### src/rtl/mio_ps2_pkg.sv
// ============================================================================
//  Module   : mio_ps2_pkg
//  Purpose  : Shared PS/2 constants, state encoding and helpers for the MIO
//             PS/2 transmit and receive paths.
//  Revision : 1.0 - initial release
// ============================================================================
`default_nettype none

package mio_ps2_pkg;

    typedef logic [2:0] state_t;

    localparam state_t ST_IDLE      = 3'd0;
    localparam state_t ST_INHIBIT   = 3'd1;
    localparam state_t ST_START     = 3'd2;
    localparam state_t ST_SEND      = 3'd3;
    localparam state_t ST_ACK       = 3'd4;
    localparam state_t ST_WAIT_IDLE = 3'd5;

    localparam int         PS2_FRAME_FALLS = 11;
    localparam logic [7:0] PS2_CMD_SET_LED = 8'hED;
    localparam logic [7:0] PS2_CMD_RESET   = 8'hFF;

    // Width of a counter that must reach max(a, b) - 1.
    function automatic int cnt_width(input int a, input int b);
        int m;
        m = (a > b) ? a : b;
        return (m < 2) ? 1 : $clog2(m);
    endfunction

endpackage

`default_nettype wire

### src/rtl/mio_ps2_sync.sv
// ============================================================================
//  Module   : mio_ps2_sync
//  Purpose  : 2-FF synchroniser with fall/rise detect for one PS/2 line.
//  Revision : 1.0 - initial release
// ============================================================================
`default_nettype none

module mio_ps2_sync (
    input  logic clk,
    input  logic clrn,
    input  logic i_line,
    output logic o_sync,
    output logic o_fall,
    output logic o_rise
);

    logic [1:0] r_sync;

    // Reset to the idle-high line level so leaving reset never looks like a fall.
    always_ff @(posedge clk) begin
        if (!clrn) begin
            r_sync <= 2'b11;
        end else begin
            r_sync <= {r_sync[0], i_line};
        end
    end

    assign o_sync = r_sync[1];
    assign o_fall = r_sync[1] & ~r_sync[0];
    assign o_rise = ~r_sync[1] & r_sync[0];

endmodule

`default_nettype wire

### src/rtl/mio_ps2_tx.sv
// ============================================================================
//  Module   : mio_ps2_tx
//  Purpose  : Host-to-device PS/2 command transmitter with open-collector
//             pull-low enables and busy/done/ack_err/timeout status.
//             Optional watchdog enabled by macro MIO_PS2_TX_TIMEOUT_EN.
//  Revision : 1.0 - initial release
// ============================================================================
`default_nettype none

module mio_ps2_tx
    import mio_ps2_pkg::*;
#(
    parameter int INHIBIT_CYCLES = 5000,
    parameter int TIMEOUT_CYCLES = 1_000_000
) (
    input  logic       clk,
    input  logic       clrn,
    input  logic       ps2_clk,
    input  logic       ps2_data,
    input  logic       wrn,
    input  logic [7:0] din,
    output logic       ps2_clk_oe,
    output logic       ps2_data_oe,
    output logic       busy,
    output logic       done,
    output logic       ack_err,
    output logic       timeout
);

    // One counter serves the inhibit delay and, when enabled, the watchdog.
    localparam int                 c_CNT_W        = cnt_width(INHIBIT_CYCLES, TIMEOUT_CYCLES);
    localparam logic [c_CNT_W-1:0] c_INHIBIT_LAST = c_CNT_W'(INHIBIT_CYCLES - 1);
`ifdef MIO_PS2_TX_TIMEOUT_EN
    localparam logic [c_CNT_W-1:0] c_TIMEOUT_LAST = c_CNT_W'(TIMEOUT_CYCLES - 1);
`endif
    localparam logic [3:0]         c_STOP_FALL    = 4'(PS2_FRAME_FALLS - 2);

    state_t             r_state;
    logic [3:0]         r_bitcnt;
    logic [c_CNT_W-1:0] r_cnt;
    logic [8:0]         r_frame;
    logic               r_clk_oe;
    logic               r_data_oe;
    logic               r_busy;
    logic               r_done;
    logic               r_ack_err;
`ifdef MIO_PS2_TX_TIMEOUT_EN
    logic               r_timeout;
`endif

    logic w_clk_s;
    logic w_clk_fall;
    logic w_clk_rise;
    logic w_data_s;
    logic w_data_fall;
    logic w_data_rise;
    logic w_unused;

    mio_ps2_sync u_sync_clk (
        .clk    (clk),
        .clrn   (clrn),
        .i_line (ps2_clk),
        .o_sync (w_clk_s),
        .o_fall (w_clk_fall),
        .o_rise (w_clk_rise)
    );

    mio_ps2_sync u_sync_data (
        .clk    (clk),
        .clrn   (clrn),
        .i_line (ps2_data),
        .o_sync (w_data_s),
        .o_fall (w_data_fall),
        .o_rise (w_data_rise)
    );

    // Edge outputs only the receive path needs.
    assign w_unused = w_clk_rise & w_data_fall & w_data_rise;

    always_ff @(posedge clk) begin
        if (!clrn) begin
            r_state   <= ST_IDLE;
            r_bitcnt  <= 4'd0;
            r_cnt     <= '0;
            r_frame   <= 9'd0;
            r_clk_oe  <= 1'b0;
            r_data_oe <= 1'b0;
            r_busy    <= 1'b0;
            r_done    <= 1'b0;
            r_ack_err <= 1'b0;
`ifdef MIO_PS2_TX_TIMEOUT_EN
            r_timeout <= 1'b0;
`endif
        end else begin
            r_done <= 1'b0;
            case (r_state)
                ST_IDLE: begin
                    if (!wrn) begin
                        r_frame   <= {~^din, din};
                        r_ack_err <= 1'b0;
`ifdef MIO_PS2_TX_TIMEOUT_EN
                        r_timeout <= 1'b0;
`endif
                        r_cnt     <= '0;
                        r_clk_oe  <= 1'b1;
                        r_busy    <= 1'b1;
                        r_state   <= ST_INHIBIT;
                    end
                end
                ST_INHIBIT: begin
                    if (r_cnt == c_INHIBIT_LAST) begin
                        r_data_oe <= 1'b1;
                        r_state   <= ST_START;
                    end else begin
                        r_cnt <= r_cnt + 1'b1;
                    end
                end
                ST_START: begin
                    r_clk_oe <= 1'b0;
                    r_cnt    <= '0;
                    r_bitcnt <= 4'd0;
                    r_state  <= ST_SEND;
                end
                // Start bit stays driven until the first fall; each fall presents the next bit.
                ST_SEND: begin
                    if (w_clk_fall) begin
                        r_bitcnt <= r_bitcnt + 1'b1;
                        if (r_bitcnt == c_STOP_FALL) begin
                            r_data_oe <= 1'b0;
                            r_state   <= ST_ACK;
                        end else begin
                            r_data_oe <= ~r_frame[r_bitcnt];
                        end
                    end
                end
                ST_ACK: begin
                    if (w_clk_fall) begin
                        r_ack_err <= w_data_s;
                        r_state   <= ST_WAIT_IDLE;
                    end
                end
                ST_WAIT_IDLE: begin
                    if (w_clk_s && w_data_s) begin
                        r_done  <= 1'b1;
                        r_busy  <= 1'b0;
                        r_state <= ST_IDLE;
                    end
                end
                default: begin
                    r_clk_oe  <= 1'b0;
                    r_data_oe <= 1'b0;
                    r_busy    <= 1'b0;
                    r_state   <= ST_IDLE;
                end
            endcase
`ifdef MIO_PS2_TX_TIMEOUT_EN
            // Watchdog overrides whatever the device-clocked states decided.
            if (r_state == ST_SEND || r_state == ST_ACK || r_state == ST_WAIT_IDLE) begin
                if (r_cnt == c_TIMEOUT_LAST) begin
                    r_clk_oe  <= 1'b0;
                    r_data_oe <= 1'b0;
                    r_timeout <= 1'b1;
                    r_done    <= 1'b1;
                    r_busy    <= 1'b0;
                    r_state   <= ST_IDLE;
                end else begin
                    r_cnt <= r_cnt + 1'b1;
                end
            end
`endif
        end
    end

    assign ps2_clk_oe  = r_clk_oe;
    assign ps2_data_oe = r_data_oe;
    assign busy        = r_busy;
    assign done        = r_done;
    assign ack_err     = r_ack_err;
`ifdef MIO_PS2_TX_TIMEOUT_EN
    assign timeout     = r_timeout;
`else
    assign timeout     = 1'b0;
`endif

endmodule

`default_nettype wire

### config.mk
export PLATFORM = sky130hd
export DESIGN_NAME = mio_ps2_tx
export DESIGN_NICKNAME = d
export VERILOG_FILES = /design/src/rtl/mio_ps2_pkg.sv /design/src/rtl/mio_ps2_sync.sv /design/src/rtl/mio_ps2_tx.sv
export SDC_FILE = /design/constraint.sdc
export NUM_CORES = 1
export LEC_CHECK = 0
export BUFFER_PORTS_ARGS = -buffer_cell sky130_fd_sc_hd__clkbuf_2
export CAP_MARGIN = 20
export CORE_MARGIN = 2
export CORE_UTILIZATION = 53
export DETAILED_ROUTE_END_ITERATION = 7
export PLACE_DENSITY_LB_ADDON = 0.12
export REMOVE_ABC_BUFFERS = 1
export SLEW_MARGIN = 20
export SYNTH_ARGS = -nofsm -noshare
export SYNTH_HDL_FRONTEND = slang
export SYNTH_SLANG_ARGS = --single-unit
### constraint.sdc
create_clock -name clk -period 2 [get_ports clk]
set_clock_uncertainty 0.15 [all_clocks]
set_input_delay 0.3 -clock clk [delete_from_list [all_inputs] [get_ports clk]]
set_output_delay 0.3 -clock clk [all_outputs]
set_load 0.005 [all_outputs]
[After elaboration in Yosys (flattened, before gate mapping)]
Cells that the tools add are included.
Storage, ports and cells
  flip-flop bits (word level): 45
  input port bits: 13
  output and inout bits: 6
  word-level logic and storage cells: 79
Operators by class
  add/subtract/negate cells: 2
  $lt $le $gt $ge: 1
  equality and inequality tests: 14
  mux-type cells: 26
  bitwise gates (word level): 7
  reduce and logical (&&, ||, !) cells: 18
Operators by type and width (count)
  20-bit one-hot mux with 3 select lines: 1
  20-bit two-way mux: 2
  20-bit by 1-bit adder with 20-bit output (second input constant): 1
  20-bit by 13-bit equality test with 1-bit output (second input constant): 1
  3-bit two-way mux: 6
  3-bit one-hot mux with 6 select lines: 1
  3-bit AND reduction: 4
  4-bit OR reduction: 3
  2-bit != test (second input constant): 5
  1-bit two-way mux: 9
  4-bit one-hot mux with 2 select lines: 1
  2-bit AND reduction: 4
  8-bit XNOR reduction: 1
  3-bit by 2-bit equality test with 1-bit output (second input constant): 2
  3-bit equality test (second input constant): 2
  1-bit NOT: 6
  1-bit one-hot mux with 3 select lines: 2
  6-bit AND reduction: 1
  4-bit by 5-bit less-than comparator with 1-bit output (second input constant): 1
  4-bit by 1-bit adder with 4-bit output (second input constant): 1
  1-bit binary-select mux with 4-bit select: 1
  4-bit equality test (second input constant): 1
  4-bit two-way mux: 1
  2-bit by 1-bit != test with 1-bit output (second input constant): 2
  other kinds (7): 9

[Longest topological paths before layout]
  depth after elaboration: 6
  gate-level depth with buffers: 7
  mapped depth without buffers: 7

[Cells and area by module]
From an unflattened synthesis, not the netlist that was laid out.
Second synthesis, totals
  cells, all modules: 268
  area, all modules: 2328.5 µm²
By module, submodules not included
  mio_ps2_tx: times used 1, cells each 256, area an instance 2198.4 µm²
  mio_ps2_sync: times used 2, cells each 6, area an instance 65.1 µm²

[Worst setup path after synthesis]
OpenSTA, ideal clock, no wires.
  path type: register -> register
  start point: register r_cnt[19]
  end point: register r_state[1]
  library setup time: 103 ps
  arrival: 1612 ps
  slack: 135 ps
  cell stages (with the launch flop): 6
  clock period less this slack: 1865 ps
  cells stage by stage: dfxtp_1 or4_2 nor2_4 and2_4 a21oi_2 a2111oi_2
Between the ends
  word-level cells in the longest chain between the ends: 3
Ends and longest elaborated chain
  start, declared: line mio_ps2_tx.sv:40  | logic [c_CNT_W-1:0] r_cnt;
  start signal, assigned: line mio_ps2_tx.sv:115  | r_cnt <= r_cnt + 1'b1;
  20-bit by 13-bit equality test with 1-bit output: line mio_ps2_tx.sv:111  | if (r_cnt == c_INHIBIT_LAST) begin
  2-bit != test (no line)
  6-bit AND reduction (no line)
  end signal, assigned: line mio_ps2_tx.sv:107  | r_state <= ST_INHIBIT;
  end signal, assigned: line mio_ps2_tx.sv:113  | r_state <= ST_START;
  end signal, assigned: line mio_ps2_tx.sv:122  | r_state <= ST_SEND;
  end, declared: line mio_ps2_tx.sv:38  | state_t r_state;
No other way between the ends.
A chain may end at the register's enable or synchronous reset.

[Final worst setup path]
  start point: register r_cnt[4]
  end point: register r_cnt[11]
Between the ends
  word-level cells in the longest chain between the ends: 3
  elaborated cells on any way between the ends: 6
Ends and longest elaborated chain (line)
  20-bit by 1-bit adder with 20-bit output or 20-bit by 13-bit equality test with 1-bit output (tied branches): mio_ps2_tx.sv:115, mio_ps2_tx.sv:111
  20-bit two-way mux or 2-bit != test (tied branches)
  20-bit one-hot mux with 3 select lines or 3-bit AND reduction (tied branches)
Several ways; a longest one is shown, not always the timed one. The select of a mux whose other input is x is not followed.

==> results.yml <==
outcome:
  outcome: "finished clean"
yosys:
  synthArstFlopShare_pct: 0
  syn_area_mm2: 0.00235
  ys_warn_count: 0
  synth_ff_type: "dfxtp_1"
  synthCells: 283
  synth_cell_type_count: 53
  ys_seq_area_share_pct: 38.3
  synth_edf_count: 0
  syn_avg_cell_area_um2: 8.32
  synth-seq-cells: 45
timing:
  setup_violations: 0
  period_minus_slack_ns: 1.91
  finalCritPeriodShare_pct: 95.7
  rsz0062_at_grt: "yes"
  fmax_mhz: 522
  whs_ns: 0.0296
  layout_setup_ws_ns: 0.0860
  drv_slew: 0
  hold_violations: 0
clocking:
  cts_hold_buffers: 0
  clock-root-buffer: "clkbuf_8"
  cts_max_path_buffers: 2
  clk_transition_reported_paths_ns: 0.08
  cts_max_level: 2
  cts_tree: "built"
  cts_sinks: 45
  clock_latency_ns: 0.29
  cts_buffers: 5
  cts_setup_buffers: 0
placed_design:
  hpwlAfterDp_um: 3380
  dp_slack_ns: 0.0315
  gp_congestion: 0.820
  io_buffers: 17
worst_setup_path:
  cp_slowest_cell: "or4_4"
  end_kind: "flip-flop"
  crit_path_max_fanout: 8
  cpPeakStageDelay_ns: 0.55
  worst-endpoint-required_ns: 2.09
  crit_type: "reg -> reg"
  crit_chain: "or4_4 -> nor4_4 -> a21oi_2 -> a211o_1 -> nand2_1"
  arrival_ns: 2.00
  worstSetupStartpointType: "flip-flop"
routing:
  drt_pass1_iterations: 4
  drc: 0
  antenna_left: 0
  topRoutingLayerUsed: "met4"
  wl_met2_um: 2230
  drtIter0Drc: 124
  wl_per_cell_um: 13.0
  wl_um: 4600
  via_count: 1999
  drt-vias-per-instance: 5.63
  wl_met3_um: 150
  wl_met1_um: 2170
floorplanning:
  dieArea_mm2: 0.00499
  core-area_mm2: 0.00432
  rows: 24
  start_util_pct: 54.4
  io_pins: 19
  die_h_um: 70.6
  chipWidth_um: 70.6
global_route:
  overflow: 0
  grt_start_max_net_pins: 20
  grt_pass1_vias: 1763
  grt_pass1_wl_um: 7870
  antenna_found_initial: 0
  track_usage_pct: 19.4
power_and_ir_drop:
  power.share.clock_pct: 30.1
  p_sw_share_pct: 25.7
  power.internal_mw: 1.25
  power_density_mw_per_mm2: 659
  ir_drop_uv: 437
  p_seq_share_pct: 56.3
  p_switching_mw: 0.435
  pwr-share-comb_pct: 13.6
  cellLeakagePower_nw: 0.914
run:
  max-cap-violations: 0
final_layout:
  finalNetCount: 320
  synthToLayoutAreaGrowth_pct: 8.88
  diodes: 0
  post_route_cells_drive_above_1_share_pct: 18.5
min_path:
  hp-class: "in -> reg"
[routing by layer]
layer	GRT usage, %	vias to the layer above
li1	-	1029
met1	25.4	932
met2	32.5	33
met3	4.27	5
met4	5.66	0
met5	0	-
[critical path, delay by kind of cell (launching register included)]
kind,cells,cell delay [ns]
and+or+nand+nor,3,0.91
AOI/OAI and AO/OA,2,0.47
DFF,1,0.34
[state kept, by name (all words and copies together) (netlist names)]
| register | count |
|---|---|
| ps2_data_oe | 1 |
| r_state | 3 |
| r_bitcnt | 4 |
| ack_err | 1 |
| r_cnt | 20 |
| r_frame | 9 |
| u_sync_data.r_sync | 2 |
| u_sync_clk.r_sync | 2 |
| ps2_clk_oe | 1 |
| done | 1 |
| busy | 1 |
[what timing repair did]
action,in CTS,in global routing
endpoints found under the hold margin,0,0
endpoints found under the setup margin,0,4
resized for setup,0,2
[cells in the mapped netlist, drive strengths merged, types with 4 or more instances]
master	number	area, um^2
nand4	6	37.5
nor3	5	25.0
dfxtp	45	901
xnor2	21	184
nand2b	8	50.1
o21ai	4	20.0
o22ai	4	25.0
or4	4	35.0
nand2	45	169
nor4	12	96.3
nor2	31	124
clkbuf	11	81.3
nand3	10	50.1
inv	8	30.0
a21oi	22	118
[cell families (layout without fill, tap and decap cells)]
group | after synthesis | in the layout | share of synthesized area [%]
AOI/OAI and AO/OA | 47 | 47 | 13.1
xor gates and xnor gates | 21 | 21 | 7.82
adders and majority gates | 3 | 3 | 1.60
buffers and inverters | 22 | 42 | 5.69
DFF | 45 | 45 | 38.3
muxes | 5 | 5 | 2.82
other | 1 | 1 | 0.159
and+or+nand+nor | 139 | 139 | 30.5
[worst paths after layout]
| kind | start | cells past startpoint | slack, ns | endpoint |
|---|---|---|---|---|
| worst min register to register | u_sync_data.r_sync[0] | 1 | 0.27 | u_sync_data.r_sync[1] |
| worst max register to register | r_cnt[4] | 5 | 0.09 | r_cnt[11] |
| worst min-delay path | ps2_clk | 2 | 0.03 | u_sync_clk.r_sync[0] |
| worst max-delay path | r_cnt[4] | 5 | 0.09 | r_cnt[11] |
[stage by stage]
stage	total power [mW]	instances	setup TNS, ns	utilization (%)	cell area, um^2
finish	1.69	355	0	59.3	2560
global route	1.78	355	-0.00141	59.3	2560
CTS	1.71	355	0	59.1	2560
detailed placement	1.20	349	0	57.4	2480
global placement	1.20	349	0	57.4	2480
floorplan	1.12	269	0	-	2250
[layout make-up]
| cell class | count | area [um^2] |
|---|---|---|
| fill | 417 | 1760 |
| sequential | 45 | 902 |
| clock buffer | 5 | 68.8 |
| clock inverter | 1 | 5.00 |
| tap | 52 | 65.1 |
| inverter | 8 | 30.0 |
| multi-input combinational | 216 | 1320 |
| timing repair buffer | 28 | 168 |
[power by group through the flow]
stage	clock [mW]	combinational, mW	sequential [mW]
CTS	0.534	0.230	0.950
floorplan	0	0.144	0.975
global route	0.564	0.259	0.954
detailed placement	0	0.229	0.971
finish	0.508	0.229	0.950
global placement	0	0.229	0.970
[layout by cell type (no fill, tap or decap), drive strengths merged, types with 2 or more instances in the layout]
master / instances
a22oi: 2
or3: 2
nor4: 12
clkbuf: 22
nand2b: 8
nor3: 5
dfxtp: 45
a211o: 3
xnor2: 21
nand3b: 2
nand3: 10
a31o: 3
mux2: 3
and2: 3
nor2: 31
o21ai: 4
ha: 3
nand2: 45
buf: 11
o22ai: 4
and4: 3
inv: 8
a21o: 3
a21oi: 22
nand4: 6
nor3b: 2
nor2b: 3
or4: 4
Power figures use the tool's default switching activity.
